## config.mk

```make
export PLATFORM = sky130hd
export DESIGN_NAME = ws2812_encoder
export DESIGN_NICKNAME = d
export VERILOG_FILES = /design/src/rtl/medusa_pkg.sv /design/src/rtl/ws2812_encoder.sv
export SDC_FILE = /design/constraint.sdc
export NUM_CORES = 1
export LEC_CHECK = 0
export CORE_ASPECT_RATIO = 0.75
export CORE_UTILIZATION = 35
export DETAILED_ROUTE_END_ITERATION = 7
export SETUP_SLACK_MARGIN = 0.05
export SLEW_MARGIN = 20
export SYNTH_ARGS = -nofsm -noshare
export SYNTH_HDL_FRONTEND = slang
export SYNTH_SLANG_ARGS = --single-unit
```

## constraint.sdc

```tcl
create_clock -name led_clk_i -period 4.07 [get_ports led_clk_i]
set_input_delay 1.221 -clock led_clk_i [delete_from_list [all_inputs] [get_ports led_clk_i]]
set_output_delay 1.221 -clock led_clk_i [all_outputs]
set_load 0.1 [all_outputs]
```

## src/rtl/medusa_pkg.sv

```systemverilog
// Shared WS2812 definitions: default 50 MHz bit timing, encoder state type and
// a parameter legality helper used at elaboration.
package medusa_pkg;

    localparam int WORD_W      = 24;
    localparam int DEF_T0H     = 20;
    localparam int DEF_T1H     = 40;
    localparam int DEF_T_BIT   = 63;
    localparam int DEF_T_RESET = 3000;

    typedef enum logic [1:0] {
        ST_IDLE  = 2'd0,
        ST_SEND  = 2'd1,
        ST_LATCH = 2'd2
    } ws_state_t;

    function automatic bit params_legal(input int t0h, input int t1h,
                                        input int t_bit, input int t_reset);
        return (t0h > 0) && (t0h < t1h) && (t1h < t_bit) && (t_reset >= 1);
    endfunction

endpackage

```

## src/rtl/ws2812_encoder.sv

```systemverilog
// WS2812 serial encoder: shifts out 24-bit GRB words MSB first as pulse-width
// coded bits, then holds the line low for a latch gap when no word follows.
//
// Handshake: a word is taken on any rising edge where pixel_valid_i and
// pixel_ready_o are both high. pixel_ready_o is registered and is high in IDLE
// and in the last cycle of bit 0, so a waiting word chains with no gap.
module ws2812_encoder
    import medusa_pkg::*;
#(
    parameter int T0H     = DEF_T0H,
    parameter int T1H     = DEF_T1H,
    parameter int T_BIT   = DEF_T_BIT,
    parameter int T_RESET = DEF_T_RESET
) (
    input  logic              led_clk_i,
    input  logic              rst_i,
    input  logic [WORD_W-1:0] pixel_i,
    input  logic              pixel_valid_i,
    output logic              pixel_ready_o,
    output logic              led_data_o,
    output logic              busy_o,
    output logic              latch_done_o,
    output ws_state_t         state_dbg_o
);

    localparam int PH_W = $clog2(T_BIT);
    localparam int LT_W = $clog2(T_RESET + 1);

    localparam logic [PH_W-1:0] PH_LAST = PH_W'(T_BIT - 1);
    localparam logic [PH_W-1:0] HI_ZERO = PH_W'(T0H);
    localparam logic [PH_W-1:0] HI_ONE  = PH_W'(T1H);
    localparam logic [LT_W-1:0] LT_LAST = LT_W'(T_RESET - 1);
    localparam logic [4:0]      BIT_MSB = 5'd23;

    if (!params_legal(T0H, T1H, T_BIT, T_RESET)) begin : g_bad_params
        $error("ws2812_encoder: need 0 < T0H < T1H < T_BIT and T_RESET >= 1");
    end

    ws_state_t         state, state_n;
    logic [PH_W-1:0]   phase_cnt, phase_n;
    logic [4:0]        bit_idx, bit_n;
    logic [LT_W-1:0]   latch_cnt, latch_n;
    logic [WORD_W-1:0] word, word_n;
    logic              led_n;
    logic              ready_n;
    logic              accept;
    logic [PH_W-1:0]   hi_len_n;

    assign accept = pixel_valid_i && pixel_ready_o;

    always_ff @(posedge led_clk_i or posedge rst_i) begin
        if (rst_i) begin
            state         <= ST_IDLE;
            phase_cnt     <= '0;
            bit_idx       <= '0;
            latch_cnt     <= '0;
            word          <= '0;
            led_data_o    <= 1'b0;
            pixel_ready_o <= 1'b0;
        end else begin
            state         <= state_n;
            phase_cnt     <= phase_n;
            bit_idx       <= bit_n;
            latch_cnt     <= latch_n;
            word          <= word_n;
            led_data_o    <= led_n;
            pixel_ready_o <= ready_n;
        end
    end

    always_comb begin
        state_n  = state;
        phase_n  = phase_cnt;
        bit_n    = bit_idx;
        latch_n  = latch_cnt;
        word_n   = word;
        led_n    = 1'b0;
        ready_n  = 1'b0;
        hi_len_n = HI_ZERO;

        case (state)
            ST_IDLE: begin
                if (accept) begin
                    state_n = ST_SEND;
                    phase_n = '0;
                    bit_n   = BIT_MSB;
                    word_n  = pixel_i;
                end
            end

            ST_SEND: begin
                if (phase_cnt == PH_LAST) begin
                    phase_n = '0;
                    if (bit_idx != 5'd0) begin
                        bit_n = bit_idx - 5'd1;
                    end else if (accept) begin
                        bit_n  = BIT_MSB;
                        word_n = pixel_i;
                    end else begin
                        state_n = ST_LATCH;
                        latch_n = '0;
                    end
                end else begin
                    phase_n = phase_cnt + PH_W'(1);
                end
            end

            ST_LATCH: begin
                if (latch_cnt == LT_LAST) begin
                    state_n = ST_IDLE;
                    latch_n = '0;
                end else begin
                    latch_n = latch_cnt + LT_W'(1);
                end
            end

            default: begin
                state_n = ST_IDLE;
                phase_n = '0;
                bit_n   = '0;
                latch_n = '0;
            end
        endcase

        // Outputs are registered, so they are derived from the next-cycle view.
        hi_len_n = word_n[bit_n] ? HI_ONE : HI_ZERO;
        led_n    = (state_n == ST_SEND) && (phase_n < hi_len_n);
        ready_n  = (state_n == ST_IDLE) ||
                   ((state_n == ST_SEND) && (bit_n == 5'd0) && (phase_n == PH_LAST));
    end

    assign busy_o       = (state != ST_IDLE);
    assign latch_done_o = (state == ST_LATCH) && (latch_cnt == LT_LAST);
    assign state_dbg_o  = state;

endmodule

```

# Word-level counts from Yosys, hierarchy flattened
# Index checks and enable logic that the tools add are counted.
[totals]
regBits = 51
in_bits = 27
output_inout_bits = 6
elab_cells = 59
[op_classes]
add_sub_neg = 3
magnitude_cmp = 2
eq_ne = 9
mux = 25
n_bitwise = 1
reduce_logical = 12
[ops]
columns = ["cell", "count"]
rows = [
  ["two-way mux 24 bit", 3],
  ["two-way mux 12 bit", 4],
  ["case mux 24 bit (2 select lines)", 1],
  ["case mux 12 bit (3 select lines)", 1],
  ["two-way mux 6 bit", 3],
  ["case mux 6 bit (3 select lines)", 1],
  ["two-way mux 5 bit", 3],
  ["case mux 5 bit (3 select lines)", 1],
  ["adder 12 x 1 -> 12 bit, second input constant", 1],
  ["== test 12 bit, second input constant", 1],
  ["== test 6 bit, second input constant", 2],
  ["two-way mux 2 bit", 5],
  ["adder 6 x 1 -> 6 bit, second input constant", 1],
  ["less-than comparator 5 x 6 -> 1 bit, second input constant", 1],
  ["less-than comparator 6 bit", 1],
  ["!= test 2 bit, second input constant", 3],
  ["case mux 2 bit (3 select lines)", 1],
  ["binary-select mux 1 bit (select 5 bit)", 1],
  ["logical AND 1 bit", 5],
  ["logical NOT 5 bit", 1],
  ["nonzero test 5 bit", 1],
  ["subtractor 5 x 1 -> 5 bit, second input constant", 1],
  ["== test 2 x 1 -> 1 bit, second input constant", 2],
  ["logical NOT 2 bit", 2],
  ["6 further kinds", 6],
]

# Longest topological paths before layout
[logic_depth]
word_depth = 10
depth_mapped = 15
depth_no_buf = 13

# Worst setup path before layout
# Ideal clock, no wire load.
[synth_timing]
kind = "flip-flop to output port"
start = "register state[1], in the netlist state_dbg_o[1]"
end = "output latch_done_o"
t_arrival_ns = 2.658
required_time_ns = 2.849
path_slack_ns = 0.191
stages_incl_launch_ff = 4
path_buffers = 1
path_cell_list = "dfrtp_1 -> clkbuf_1 -> nand2_1 -> nor2_1"
[synth_via]
elab_chain_cells = 2
[synth_lines]
columns = ["item", "line", "rtl"]
rows = [
  ["from (decl)", "ws2812_encoder.sv:39", "ws_state_t state, state_n;"],
  ["from (signal assigned)", "ws2812_encoder.sv:61", "state <= state_n;"],
  ["== test 2 bit", "ws2812_encoder.sv:133", "assign latch_done_o = (state == ST_LATCH) && (latch_cnt == LT_LAST);"],
  ["logical AND 1 bit", "ws2812_encoder.sv:133", ""],
  ["to (decl)", "ws2812_encoder.sv:22", "output logic latch_done_o,"],
]
# No other way between the ends.

# Final worst setup path
[layout_timing]
start = "register bit_idx[1]"
end = "register led_data_o"
[layout_via]
elab_chain_cells = 9
elab_cells_between_ends = 18
cone_classes = "1 x add/sub; 1 x order compare; 1 x eq/ne; 13 x mux; 2 x reduce/logical"
[layout_lines]
columns = ["item", "line", "rtl"]
rows = [
  ["from (decl)", "ws2812_encoder.sv:41", "logic [4:0] bit_idx, bit_n;"],
  ["from (signal assigned)", "ws2812_encoder.sv:63", "bit_idx <= bit_n;"],
  ["subtractor 5 x 1 -> 5 bit (tied with other cells)", "ws2812_encoder.sv:95", "bit_n = bit_idx - 5'd1;"],
  ["two-way mux 5 bit / two-way mux 24 bit (equally long branches)", "ws2812_encoder.sv:94", "if (bit_idx != 5'd0) begin"],
  ["two-way mux 5 bit / two-way mux 24 bit (equally long branches)", "ws2812_encoder.sv:92", "if (phase_cnt == PH_LAST) begin"],
  ["case mux 5 bit (3 select lines) / case mux 24 bit (2 select lines) (equally long branches)", "ws2812_encoder.sv:81", "case (state)"],
  ["binary-select mux 1 bit (select 5 bit)", "ws2812_encoder.sv:126", "hi_len_n = word_n[bit_n] ? HI_ONE : HI_ZERO;"],
  ["two-way mux 1 bit (implied by the code)", "ws2812_encoder.sv:126", ""],
  ["two-way mux 6 bit", "ws2812_encoder.sv:126", ""],
  ["less-than comparator 6 bit", "ws2812_encoder.sv:127", "led_n = (state_n == ST_SEND) && (phase_n < hi_len_n);"],
  ["logical AND 1 bit (*)", "ws2812_encoder.sv:127", ""],
  ["via led_n", "ws2812_encoder.sv:44", "logic led_n;"],
  ["to (signal assigned)", "ws2812_encoder.sv:66", "led_data_o <= led_n;"],
  ["to (decl)", "ws2812_encoder.sv:20", "output logic led_data_o,"],
]
# Mark *: on every way through the listed nets, which the timed path passes. The rest lies on a longest branch. The select of a mux whose other input is x is not followed.
# A chain may end at the register's enable or synchronous reset.

==> key figures <==
Run status
  – Status: finished clean

Timing
  – Final slew viol count: 0
  – Slew headroom: 0.3578
  – Post-layout minimum cycle time: between 3 and 4 ns
  – RSZ-0062 raised after global routing: no
  – Fin Hold WS: about 0.49 ns
  – Setup TNS: 0 ns
  – Worst-Margin Slew: 0.9603 ns
  – # setup viols final: 0
  – Max Freq: about 0.26 GHz
  – Hold Fails Final Rpt: 0
  – Layout Skew: about 0.006 ns
  – Fin crit share: 0.9542

Clock tree
  – CTS HTree Levels: 2
  – CTS Buffer Depth: 2
  – Root cell of the clock tree: clkbuf_8
  – Clk Latency, worst-skew pair: 0.30 ns
  – CTS tree: yes
  – CTS hold repair buffers: 0
  – TritonCTS Sinks: just over 50
  – Clk pin slew, worst setup/hold paths: ~0.090 ns
  – CTS buffer count: 5

Drt
  – Via count: ~2600
  – Iteration-0 DRC Markers: about 130
  – DR pass1 iterations: 4
  – Residual DRC: 0
  – Antenna-violating nets left: 0
  – Drt via density: roughly 5.1
  – DR WL/cell: ~15 µm
  – Routed WL: approximately 7400 µm

Synthesis
  – Syn_nets: between 300 and 400
  – Simple-Gate Fraction of Synth Area: 0.2505
  – Async SR Flop Fraction: 1.000
  – Synth cell types: 61
  – Top cell type's share of synthesized area: 0.4346
  – Post-synthesis sequential area ratio: 0.4346
  – Synth Warn #: 0
  – Top_reg_cell synth: dfrtp_1
  – Post-synth design cell area: between 2000 and 3000 µm²
  – Post-Synthesis Cells: 334
  – Compound-gate portion of the synthesized area: 0.1981
  – Post-synth EDFFs: 0
  – Most area-hungry cell type in the Yosys netlist: dfrtp_1
  – Mux share of post-synthesis cell area: 0.02130
  – Commonest cells in the netlist: 83 x nand2_1, 51 x dfrtp_1, 30 x nor2_1, 24 x o21ai_0, 19 x inv_1
  – Synth area leaders: dfrtp_1 43%, nand2_1 11%, o21ai_0 4.1%, nor2_1 3.8%, ha_1 3.0%
  – Synth Area in Adders: 0.02983
  – Synth Area in XOR/XNOR: 0.02386
  – Yosys reg bits: 51
  – Avg Cell Area, Syn: 8.792 µm²
  – Top-count cell post-synth: nand2_1
  – Largest family of logic cells by synthesized area: simple AND/OR/NAND/NOR gates

Setup path
  – Critical path arrival: around 4.1 ns
  – Max stage delay cell, worst path: or4_4
  – Critical Path Max Stage Delay: about 0.54 ns
  – Crit path capture type: register
  – Kind of critical path: reg2reg
  – Critical Path Start Type: register
  – Worst EP required: 4.29 ns
  – Worst path cell trace: inv_1 > ha_1 > or4b_1 > buf_4 > a211oi_4 > nor3_4 > mux2_1 > a221oi_1 > nor2_1 > a21oi_2 > inv_1 > ha_1 > or4_4 > o32ai_2
  – Crit-path max FO: 5

Floorplan
  – Die area: 8764 µm²
  – Die height: just over 80 µm
  – Num ports: 33
  – # rows: 28
  – Starting Density: 0.3660
  – Area of the core: around 8000 µm²
  – Die width: 107.8 µm

Power
  – Power Density: approximately 470 nW/µm²
  – Leakage power: about 1.7 nW
  – Sequential share of power: 0.405
  – Maximum vdd drop: approximately 0.00018 V
  – Pint: about 1.2 mW
  – Sw Pwr: 0.6009 mW
  – Switching part of the total: 0.3418
  – Clock group share of total power: 0.239
  – Gate power share: 0.356

Final layout
  – # nets final: 429
  – Post-route cell area: about 3800 µm²
  – Share of post-route cells with drive strength above 1: 0.1818
  – Final core utilization: 0.4699
  – Fillers: slightly below 800
  – Synth-to-Final Area Change: 28.38%
  – ANT cells: 0

Placed design
  – Gpl congestion: 0.8557
  – Placed cell area: roughly 3600 µm²
  – IO buf count: 32
  – Final HPWL DP: 5577 µm

GRT
  – Number of global-route vias before repair: around 2400
  – Initial antenna violation count: 0
  – Gr usage total: 0.1798
  – Remaining Overflow, GRT: 0
  – Largest net degree at the start of global routing: 52
  – First-pass GRT wire length: between 10000 and 15000 µm

Run
  – MaxCap Viol Count: 0

Hold path
  – Hold WC Path Type: reg2reg
## kinds of logic (layout without fill, tap and decap cells)
group / Yosys count / after routing
muxes: 6 / 6
adders and majority gates: 7 / 7
AOI/OAI and AO/OA: 74 / 74
DFF: 51 / 51
and+or+nand+nor: 158 / 158
xor gates and xnor gates: 8 / 8
buffers and inverters: 30 / 92
## power groups by stage
stage	Clock, mW	Combinational [mW]	Sequential, mW
after floorplan	0	0.377	0.732
after global placement	0	0.568	0.722
after detailed placement	0	0.585	0.722
after CTS	0.432	0.612	0.712
after global routing	0.452	0.689	0.731
final	0.421	0.625	0.712
## state kept, by name (all words and copies together) (netlist names)
| name | flops |
|---|---|
| state_dbg_o | 2 |
| pixel_ready_o | 1 |
| led_data_o | 1 |
| bit_idx | 5 |
| word | 24 |
| latch_cnt | 12 |
| phase_cnt | 6 |
## metal layers
layer	wire length, µm	global-route usage	up-vias
met2	3130	0.2673	72
met4	98	0.04247	0
met5	0	0	-
li1	-	-	1291
met3	468	0.04414	14
met1	3712	0.2608	1175
## cell type report
class	instances	area, µm²	share of cell area
sequential	51	1276	0.3385
multi-input combinational	253	1589	0.4215
timing repair buffer	65	564.3	0.1497
clock inverter	3	67.56	0.01792
tap	105	131.4	0.03485
inverter	19	72.57	0.01925
clock buffer	5	68.82	0.01825
## repair_timing
action | CTS | global route
resized for setup | 9 | 4
endpoints found under the setup margin | 1 | 1
buffers inserted | 1 | 0
pin swaps | 4 | 4
## cells in the final DEF (no fill, tap or decap), types with 3 or more instances in the layout
| master | synthesis | routed |
|---|---|---|
| nand2_1 | 83 | 83 |
| dfrtp_1 | 51 | 51 |
| buf_4 | 0 | 36 |
| nor2_1 | 30 | 29 |
| clkdlybuf4s50_1 | 0 | 27 |
| o21ai_0 | 24 | 22 |
| inv_1 | 19 | 18 |
| nand4_1 | 7 | 7 |
| nand3_1 | 7 | 7 |
| xor2_1 | 7 | 7 |
| ha_1 | 7 | 7 |
| clkbuf_8 | 0 | 5 |
| a21o_1 | 4 | 4 |
| o21ai_1 | 2 | 4 |
| a21oi_1 | 5 | 4 |
| and2_1 | 4 | 4 |
| a311oi_1 | 5 | 3 |
| a211oi_4 | 3 | 3 |
| nand2b_1 | 3 | 3 |
| and3_1 | 3 | 3 |
| o211ai_1 | 3 | 3 |
| mux2i_1 | 4 | 3 |
| o31a_2 | 3 | 3 |
## per-stage QoR
stage / cells / total power, mW / worst slack, ns
3_5_place_dp: 492 / 1.308 / -0.4632
5_1_grt: 501 / 1.872 / 0.05664
2_1_floorplan: 334 / 1.110 / 0.1911
3_3_place_gp: 492 / 1.291 / -0.2903
6_report: 501 / 1.758 / 0.1862
4_1_cts: 501 / 1.755 / 0.05850
## path summary, 6_finish.rpt
kind / startpoint / to / slack [ns] / depth (start not counted)
setup / recovery: bit_idx[1] / led_data_o / 0.19 / 14
hold / removal: word[19] / word[19] / 0.49 / 2
setup reg to reg: bit_idx[1] / led_data_o / 0.19 / 14
hold reg to reg: word[19] / word[19] / 0.49 / 2
max in group asynchronous: rst_i / phase_cnt[4] / 2.17 / 2
min in group asynchronous: rst_i / latch_cnt[9] / 1.38 / 2
## critical path, delay by kind of cell (launching register included)
| kind | cells | cell delay [ns] |
|---|---|---|
| AOI/OAI and AO/OA | 4 | 1.03 |
| adders and majority gates | 2 | 0.43 |
| muxes | 1 | 0.32 |
| buffers and inverters | 3 | 0.35 |
| DFF | 1 | 0.42 |
| and+or+nand+nor | 4 | 1.26 |
Power figures use the tool's default switching activity.
